===== src/rtl/ahb_master_arbiter.sv =====
// Round-robin AHB master arbiter: one-hot registered grant plus address/data-phase owner indices.
// Grant changes at a beat and reach the addr mux 1 beat and the data mux 2 beats later; HREADY low freezes everything.
module ahb_master_arbiter #(
    parameter int NUM_MASTERS    = 4,
    parameter int DEFAULT_MASTER = 0,
    parameter int INCR_MAX_BEATS = 16
) (
    input  logic                           ahb_clk_in,
    input  logic                           ahb_rstn_in,
    input  logic [NUM_MASTERS-1:0]         mst_req_in,
    input  logic [1:0]                     ahb_trans_in,
    input  logic [2:0]                     ahb_burst_in,
    input  logic                           ahb_ready_in,
    input  logic                           ahb_resp_in,
    output logic [NUM_MASTERS-1:0]         mst_grant_out,
    output logic [$clog2(NUM_MASTERS)-1:0] addr_mst_out,
    output logic [$clog2(NUM_MASTERS)-1:0] data_mst_out,
    output logic                           arb_busy_out
);

    localparam int IW = $clog2(NUM_MASTERS);

    localparam logic [NUM_MASTERS-1:0] GNT_ONE     = NUM_MASTERS'(1);
    localparam logic [NUM_MASTERS-1:0] DEF_GNT     = GNT_ONE << DEFAULT_MASTER;
    localparam logic [IW-1:0]          DEF_IDX     = IW'(DEFAULT_MASTER);
    localparam logic [7:0]             INCR_RELOAD = 8'(INCR_MAX_BEATS - 1);

    localparam logic [1:0] HT_IDLE   = 2'b00;
    localparam logic [1:0] HT_BUSY   = 2'b01;
    localparam logic [1:0] HT_NONSEQ = 2'b10;
    localparam logic [1:0] HT_SEQ    = 2'b11;

    localparam logic [2:0] HB_SINGLE = 3'd0;
    localparam logic [2:0] HB_INCR   = 3'd1;
    localparam logic [2:0] HB_WRAP4  = 3'd2;
    localparam logic [2:0] HB_INCR4  = 3'd3;
    localparam logic [2:0] HB_WRAP8  = 3'd4;
    localparam logic [2:0] HB_INCR8  = 3'd5;
    localparam logic [2:0] HB_WRAP16 = 3'd6;
    localparam logic [2:0] HB_INCR16 = 3'd7;

    typedef enum logic [1:0] {S_PARK, S_OWN, S_FIX, S_INCR} state_t;

    state_t                  state_q, state_d;
    logic [NUM_MASTERS-1:0]  grant_q, grant_d;
    logic [IW-1:0]           rr_ptr_q, rr_ptr_d;
    logic [IW-1:0]           addr_mst_q, addr_mst_d;
    logic [IW-1:0]           data_mst_q, data_mst_d;
    logic [7:0]              beat_cnt_q, beat_cnt_d;

    logic                    do_arb;
    logic                    do_decode;
    logic [IW:0]             pick;
    logic                    pick_vld;
    logic [IW-1:0]           pick_idx;
    logic                    other_req;
    logic                    resp_unused;

    // HRESP needs no action: the first error cycle has HREADY low, the second is an ordinary beat.
    assign resp_unused = ahb_resp_in;

    function automatic logic [IW:0] rr_pick(input logic [NUM_MASTERS-1:0] req,
                                            input logic [IW-1:0]          ptr);
        logic        found;
        logic [IW:0] res;
        int          cand;
        found = 1'b0;
        res   = '0;
        for (int i = 1; i <= NUM_MASTERS; i++) begin
            cand = (int'(ptr) + i) % NUM_MASTERS;
            if (!found && req[IW'(cand)]) begin
                found = 1'b1;
                res   = {1'b1, IW'(cand)};
            end
        end
        return res;
    endfunction

    function automatic logic [IW-1:0] gnt_idx(input logic [NUM_MASTERS-1:0] g);
        logic [IW-1:0] r;
        r = '0;
        for (int i = 0; i < NUM_MASTERS; i++) begin
            if (g[IW'(i)]) r = IW'(i);
        end
        return r;
    endfunction

    assign pick      = rr_pick(mst_req_in, rr_ptr_q);
    assign pick_vld  = pick[IW];
    assign pick_idx  = pick[IW-1:0];
    assign other_req = |(mst_req_in & ~grant_q);

    always_ff @(posedge ahb_clk_in or negedge ahb_rstn_in) begin
        if (!ahb_rstn_in) begin
            state_q    <= S_PARK;
            grant_q    <= DEF_GNT;
            rr_ptr_q   <= DEF_IDX;
            addr_mst_q <= DEF_IDX;
            data_mst_q <= DEF_IDX;
            beat_cnt_q <= 8'd0;
        end else begin
            state_q    <= state_d;
            grant_q    <= grant_d;
            rr_ptr_q   <= rr_ptr_d;
            addr_mst_q <= addr_mst_d;
            data_mst_q <= data_mst_d;
            beat_cnt_q <= beat_cnt_d;
        end
    end

    always_comb begin
        state_d    = state_q;
        grant_d    = grant_q;
        rr_ptr_d   = rr_ptr_q;
        addr_mst_d = addr_mst_q;
        data_mst_d = data_mst_q;
        beat_cnt_d = beat_cnt_q;
        do_arb     = 1'b0;
        do_decode  = 1'b0;

        if (ahb_ready_in) begin
            data_mst_d = addr_mst_q;
            addr_mst_d = gnt_idx(grant_q);

            case (state_q)
                S_PARK: begin
                    if (|mst_req_in) do_arb = 1'b1;
                end
                S_OWN: begin
                    do_decode = 1'b1;
                end
                S_FIX: begin
                    case (ahb_trans_in)
                        HT_SEQ: begin
                            if (beat_cnt_q <= 8'd1) begin
                                beat_cnt_d = 8'd0;
                                do_arb     = 1'b1;
                            end else begin
                                beat_cnt_d = beat_cnt_q - 8'd1;
                            end
                        end
                        HT_BUSY: ;
                        HT_NONSEQ: do_decode = 1'b1;
                        default: begin
                            beat_cnt_d = 8'd0;
                            do_arb     = 1'b1;
                        end
                    endcase
                end
                S_INCR: begin
                    case (ahb_trans_in)
                        HT_SEQ: begin
                            if (beat_cnt_q > 8'd1) begin
                                beat_cnt_d = beat_cnt_q - 8'd1;
                            end else if (other_req) begin
                                beat_cnt_d = 8'd0;
                                do_arb     = 1'b1;
                            end else begin
                                beat_cnt_d = INCR_RELOAD;
                            end
                        end
                        HT_BUSY: ;
                        default: begin
                            beat_cnt_d = 8'd0;
                            do_arb     = 1'b1;
                        end
                    endcase
                end
                default: do_arb = 1'b1;
            endcase

            // Only a NONSEQ burst start locks the grant; anything else is a re-arbitration point.
            if (do_decode) begin
                if (ahb_trans_in == HT_NONSEQ && ahb_burst_in != HB_SINGLE) begin
                    case (ahb_burst_in)
                        HB_INCR: begin
                            beat_cnt_d = INCR_RELOAD;
                            state_d    = S_INCR;
                        end
                        HB_WRAP4, HB_INCR4: begin
                            beat_cnt_d = 8'd3;
                            state_d    = S_FIX;
                        end
                        HB_WRAP8, HB_INCR8: begin
                            beat_cnt_d = 8'd7;
                            state_d    = S_FIX;
                        end
                        HB_WRAP16, HB_INCR16: begin
                            beat_cnt_d = 8'd15;
                            state_d    = S_FIX;
                        end
                        default: begin
                            beat_cnt_d = 8'd0;
                            do_arb     = 1'b1;
                        end
                    endcase
                end else begin
                    beat_cnt_d = 8'd0;
                    do_arb     = 1'b1;
                end
            end

            if (do_arb) begin
                if (pick_vld) begin
                    grant_d  = GNT_ONE << pick_idx;
                    rr_ptr_d = pick_idx;
                    state_d  = S_OWN;
                end else begin
                    grant_d  = DEF_GNT;
                    state_d  = S_PARK;
                end
            end
        end
    end

    always_comb begin
        mst_grant_out = grant_q;
        addr_mst_out  = addr_mst_q;
        data_mst_out  = data_mst_q;
        arb_busy_out  = (state_q != S_PARK);
    end

endmodule


===== config.mk =====
export PLATFORM = sky130hd
export DESIGN_NAME = ahb_master_arbiter
export DESIGN_NICKNAME = d
export VERILOG_FILES = /design/src/rtl/ahb_master_arbiter.sv
export SDC_FILE = /design/constraint.sdc
export NUM_CORES = 1
export LEC_CHECK = 0
export ABC_AREA = 1
export BUFFER_PORTS_ARGS = -buffer_cell sky130_fd_sc_hd__buf_2
export CAP_MARGIN = 15
export CORE_MARGIN = 2
export CORE_UTILIZATION = 35
export DETAILED_ROUTE_END_ITERATION = 12
export PLACE_DENSITY_LB_ADDON = 0.05
export SLEW_MARGIN = 20
export SYNTH_ARGS = -nofsm -noshare
export SYNTH_HDL_FRONTEND = slang
export SYNTH_SLANG_ARGS = --single-unit

===== constraint.sdc =====
create_clock -name ahb_clk_in -period 3.1 [get_ports ahb_clk_in]
set_clock_uncertainty 0.15 [all_clocks]
set_input_delay 0.31 -clock ahb_clk_in [delete_from_list [all_inputs] [get_ports ahb_clk_in]]
set_output_delay 0.31 -clock ahb_clk_in [all_outputs]
set_load 0.005 [all_outputs]

# Word-level counts from Yosys, hierarchy flattened
# Index checks and enable logic that the tools add are counted.
# op_classes
eq_ne,15
n_mux,49
n_bitwise,2
n_shift,1
n_reduce_logical,26
n_lt_le_gt_ge,6
n_addsub,5
# op_table
op,n
case mux 8 bit (2 select lines),3
two-way mux 8 bit,4
two-way mux 1 bit,23
< comparator 2 x 4 -> 1 bit (second input constant),4
equality test 3 bit (second input constant),4
two-way mux 3 bit,4
case mux 4 bit (3 select lines),1
nonzero test 3 bit,3
binary-select mux 1 bit (select 2 bit),4
equality test 2 bit (second input constant),4
greater-than comparator 8 x 1 -> 1 bit (second input constant),1
less-or-equal comparator 8 x 1 -> 1 bit (second input constant),1
two-way mux 4 bit,2
AND reduction 4 bit,2
OR reduction 4 bit,2
subtractor 8 x 1 -> 8 bit (second input constant),1
OR reduction 7 bit,1
equality test 3 x 2 -> 1 bit (second input constant),2
two-way mux 2 bit,3
inequality test 3 bit (second input constant),2
case mux 1 bit (2 select lines),3
nonzero test 2 bit,3
OR reduction 2 bit,3
OR reduction 6 bit,1
15 further kinds,23
# totals
input_bits,13
wordCells,110
output_inout_bits,9
reg_bits,20

# Longest topological paths before layout
# depth
ltp_word,16
mapped_depth,14
mapped_depth_nobuf,14

# Worst setup path after synthesis
# OpenSTA, ideal clock, no wires.
# synth_path
path_kind,register -> register
start,register beat_cnt_q[0]
end,register rr_ptr_q[1]
required_time_ps,2833
path_slack_ps,1304
period_less_slack_ps,1796
stages_incl_launch_ff,14
setup_time_ps,117
path_buffers,0
arrival_time_ps,1528
path_cell_list,dfrtp_1 > inv_1 > ha_1 > nor2_1 > nor2_1 > nand2_2 > nand2_2 > nand3_1 > nand3_1 > nand2_1 > nand2_2 > nand3_1 > nand2_1 > nand2_1
# synth_between
elab_chain_cells,9
elab_cells_between_ends,12
cone_classes,2 x order compare; 9 x mux; 1 x reduce/logical
# synth_rtl
item,line,rtl
start: declaration,49,"logic [7:0] beat_cnt_q, beat_cnt_d;"
start signal: assignment,107,beat_cnt_q <= beat_cnt_d;
greater-than comparator 8 x 1 -> 1 bit / less-or-equal comparator 8 x 1 -> 1 bit (equally long branches),"153, 135",
"two-way mux 1 bit, on equally long branches","153, 135",
"case mux 1 bit (2 select lines), on equally long branches","151, 133",
case mux 1 bit (3 select lines) *,125,case (state_q)
two-way mux 1 bit,175,case (ahb_burst_in)
two-way mux 1 bit,174,if (ahb_trans_in == HT_NONSEQ && ahb_burst_in != HB_SINGLE) begin
two-way mux 1 bit *,173,if (do_decode) begin
two-way mux 1 bit *,121,if (ahb_ready_in) begin
AND reduction 3 bit (no source line) *,n/a,
end signal: assignment,104,rr_ptr_q <= rr_ptr_d;
end: declaration,46,"logic [IW-1:0] rr_ptr_q, rr_ptr_d;"
# Mark *: on every way between the ends. The rest lies on a longest branch, timed or not. The select of a mux whose other input is x is not followed.
# A chain may end at the register's enable or synchronous reset.

# Worst setup path after layout
# layout_path
start,register beat_cnt_q[0]
end,register rr_ptr_q[0]
# Same word-level chain as after synthesis.

==> impl_metrics.toml <==
[layout]
ff_latch_area_sq_um = 452
post_route_cells_drive_above_1_share_pct = 13.6
num-fill-cells = 422
n_antenna_cell = 0
multi_input_comb_area_sq_um = 826
number_of_standard_cells_in_the_layout_taps_in_and_fillers_out = 286
most_frequent_cells_in_the_layout = "nand2_1 (68), inv_1 (38), buf_2 (18)"
net_count_reported_at_finish = 259
flow.area_growth_from_synthesis_pct = 13.2
most_common_library_cell_in_the_layout_ignoring_fill_and_taps = "nand2_1"

[floorplan]
fp.dieArea_sq_mm = 0.00466
placement_rows = 23
floorplan.die.width_um = 68.3
die_h_um = 68.3
fp.coreArea_sq_mm = 0.00400
initial_standard_cell_utilization_of_the_core_pct = 36.2
io_pins = 22

[sta]
final_max_slew_viol_count = 0
final-setup-viol-count = 0
report.final.hold_viol_count = 0
layout_worst_path_cycle_share_pct = 67.0
final_period_minus_worst_setup_slack_ns = 2.08
finalSetupTns_ns = 0
max_freq_mhz = 481
worst_hold_check_slack_ns = 0.230
fin_ws_ns = 1.02
rsz0062_at_grt = "no"

[detailed_routing]
drc_errors = 0
routed.top_layer = "met4"
met1_length_um = 1720
route.met2.wl_um = 1230
wl_um = 3120
routed-wl-met3_um = 125
via_count = 1324
wire_per_inst_um = 10.9
dr.pass1.iters = 4
drtAntennaViolNets = 0
vias_per_cell = 4.63
drt_iter0_markers = 63

[setup_path]
critPathArrivalTime_ns = 2.08
startpoint_type = "register"
worst_ep_required_time_ns = 3.10
worstSetupPathType = "register to register"
worst_setup_path_end_kind = "register"
cp_max_fo = 6
worst_r2r_path_cells = 13

[grt]
grt_pass1_vias = 1190
grt.total_usage_pct = 14.8
global_route_wire_length_before_repair_um = 5170
grt_overflow = 0
initial_antenna_violation_count = 0
grt_max_degree = 19

[clocking]
clkLatencyLatePin_ns = 0.26
path_clk_slew_ns = 0.07
tritoncts_num_sinks = 18
cts.htree.levels = 1
tritoncts.num_buffers = 3
cts_resized = 0
cts_buffer_depth = 2
postCtsSetupRepairBufs = 0
cts_tree = "yes"
clock_tree.root_cell = "clkbuf_8"
holdBufCountCts = 1

[synth]
post_synth.cell_area_avg_sq_um = 6.70
syn_area_sq_mm = 0.00145
synthDistinctLibCells = 27
postSynthRegisterBits = 18
synth.yosys.warnings = 0
seq_area_frac_synth_pct = 31.2
syn-instance-count = 216

[pwr]
power_leakage_nw = 0.899
vdd_drop_max_v = 0.000259
cellPowerDensity_mw_per_mm2 = 952
total_power_mw = 1.56

[run_status]
outcome = "finished, final reports clean"

[placement]
dp_cells = 281
post-dp-hpwl_um = 2450
dp_slack_ns = 0.986
globalplace.congestion = 0.863
port_buffers = 18

[min_path]
timing.hold.worst.class = "input pin to register"
worst_hold_path.num_cells = 3

[run]
cap_violations = 0
## metrics by stage
| step | area [sq um] | utilization [%] |
|---|---|---|
| CTS | 1640 | 40.9 |
| finish | 1640 | 40.9 |
| global placement | 1570 | 39.3 |
| detailed placement | 1570 | 39.3 |
| floorplan | 1450 | - |
| global route | 1640 | 40.9 |
## report_power, final
part           internal [mW]  leakage [nW]  switching (mW)  total [mW]
Sequential             0.332         0.231          0.0924       0.424
Combinational          0.348         0.640           0.590       0.938
Clock                  0.113        0.0288          0.0840       0.197
## cells in the mapped netlist
cell type  number  area share, %
a21oi_1         4            1.4
dfrtp_1        17             29
a22oi_1         3            1.6
nor2_2          1           0.43
o22ai_1         5            2.2
o21ai_1         5            1.7
dfstp_2         1            1.8
conb_1          1           0.26
buf_6           1           0.78
nor2_4          1           0.78
o21ai_0        10            3.5
xor2_1          5            3.0
nand3_1         8            2.8
xnor2_1         2            1.2
clkbuf_1        1           0.26
inv_1          38            9.9
nand2_4         1           0.78
nand2_2         4            1.7
nand3_2         1           0.69
a31oi_1         3            1.3
ha_1            9            7.8
nand2_1        68             18
buf_4           2            1.0
a21boi_2        1           0.78
nor2_1         16            4.2
nor3_1          3            1.0
nand4_1         5            2.2
## area by class of cell
cell class,count,share of cell area [%]
Sequential cell,18,27.6
Tap cell,50,3.82
Multi-Input combinational cell,157,50.4
Inverter,38,8.71
Timing Repair Buffer,19,6.11
Clock buffer,4,3.36
## critical path, stage by stage, from the launching register on
cell and delay (ns):
dfrtp_1 0.41, inv_1 0.13, ha_1 0.24, nor2_1 0.07
nor2_1 0.13, nand2_2 0.12, nand2_2 0.09, nand3_1 0.07
nand3_1 0.08, nand2_1 0.09, nand2_2 0.14, nand3_1 0.12
nand2_1 0.08, nand2_1 0.06
## final timing paths
kind | slack (ns) | startpoint | to
max | 1.02 | beat_cnt_q[0] | rr_ptr_q[0]
min | 0.23 | ahb_ready_in | data_mst_out[0]
max reg2reg | 1.02 | beat_cnt_q[0] | rr_ptr_q[0]
min reg2reg | 0.32 | data_mst_out[0] | data_mst_out[0]
max in group asynchronous | 2.09 | ahb_rstn_in | mst_grant_out[0]
min in group asynchronous | 0.38 | ahb_rstn_in | rr_ptr_q[1]
## cells by family after synthesis
logic type | share of synthesized area, %
XOR/XNOR | 4.24
AO/OA/AOI/OAI | 12.4
flip-flops | 31.2
AND/OR/NAND/NOR | 32.2
other | 0.259
adder cells (fa/ha/maj) | 7.79
buffers and inverters | 11.9
## per-layer routing
layer	global-route usage (%)	vias up
met3	2.47	5
met1	21.6	577
met4	5.25	0
met2	21.7	28
met5	0	-
li1	-	714
## registers in the layout, summed over array words and instances, names as in the netlist
| name | flops |
|---|---|
| state_q | 2 |
| data_mst_out | 1 |
| beat_cnt_q | 8 |
| rr_ptr_q | 2 |
| addr_mst_out | 1 |
| mst_grant_out | 4 |
Note: power is estimated with default switching activity, not from simulation.
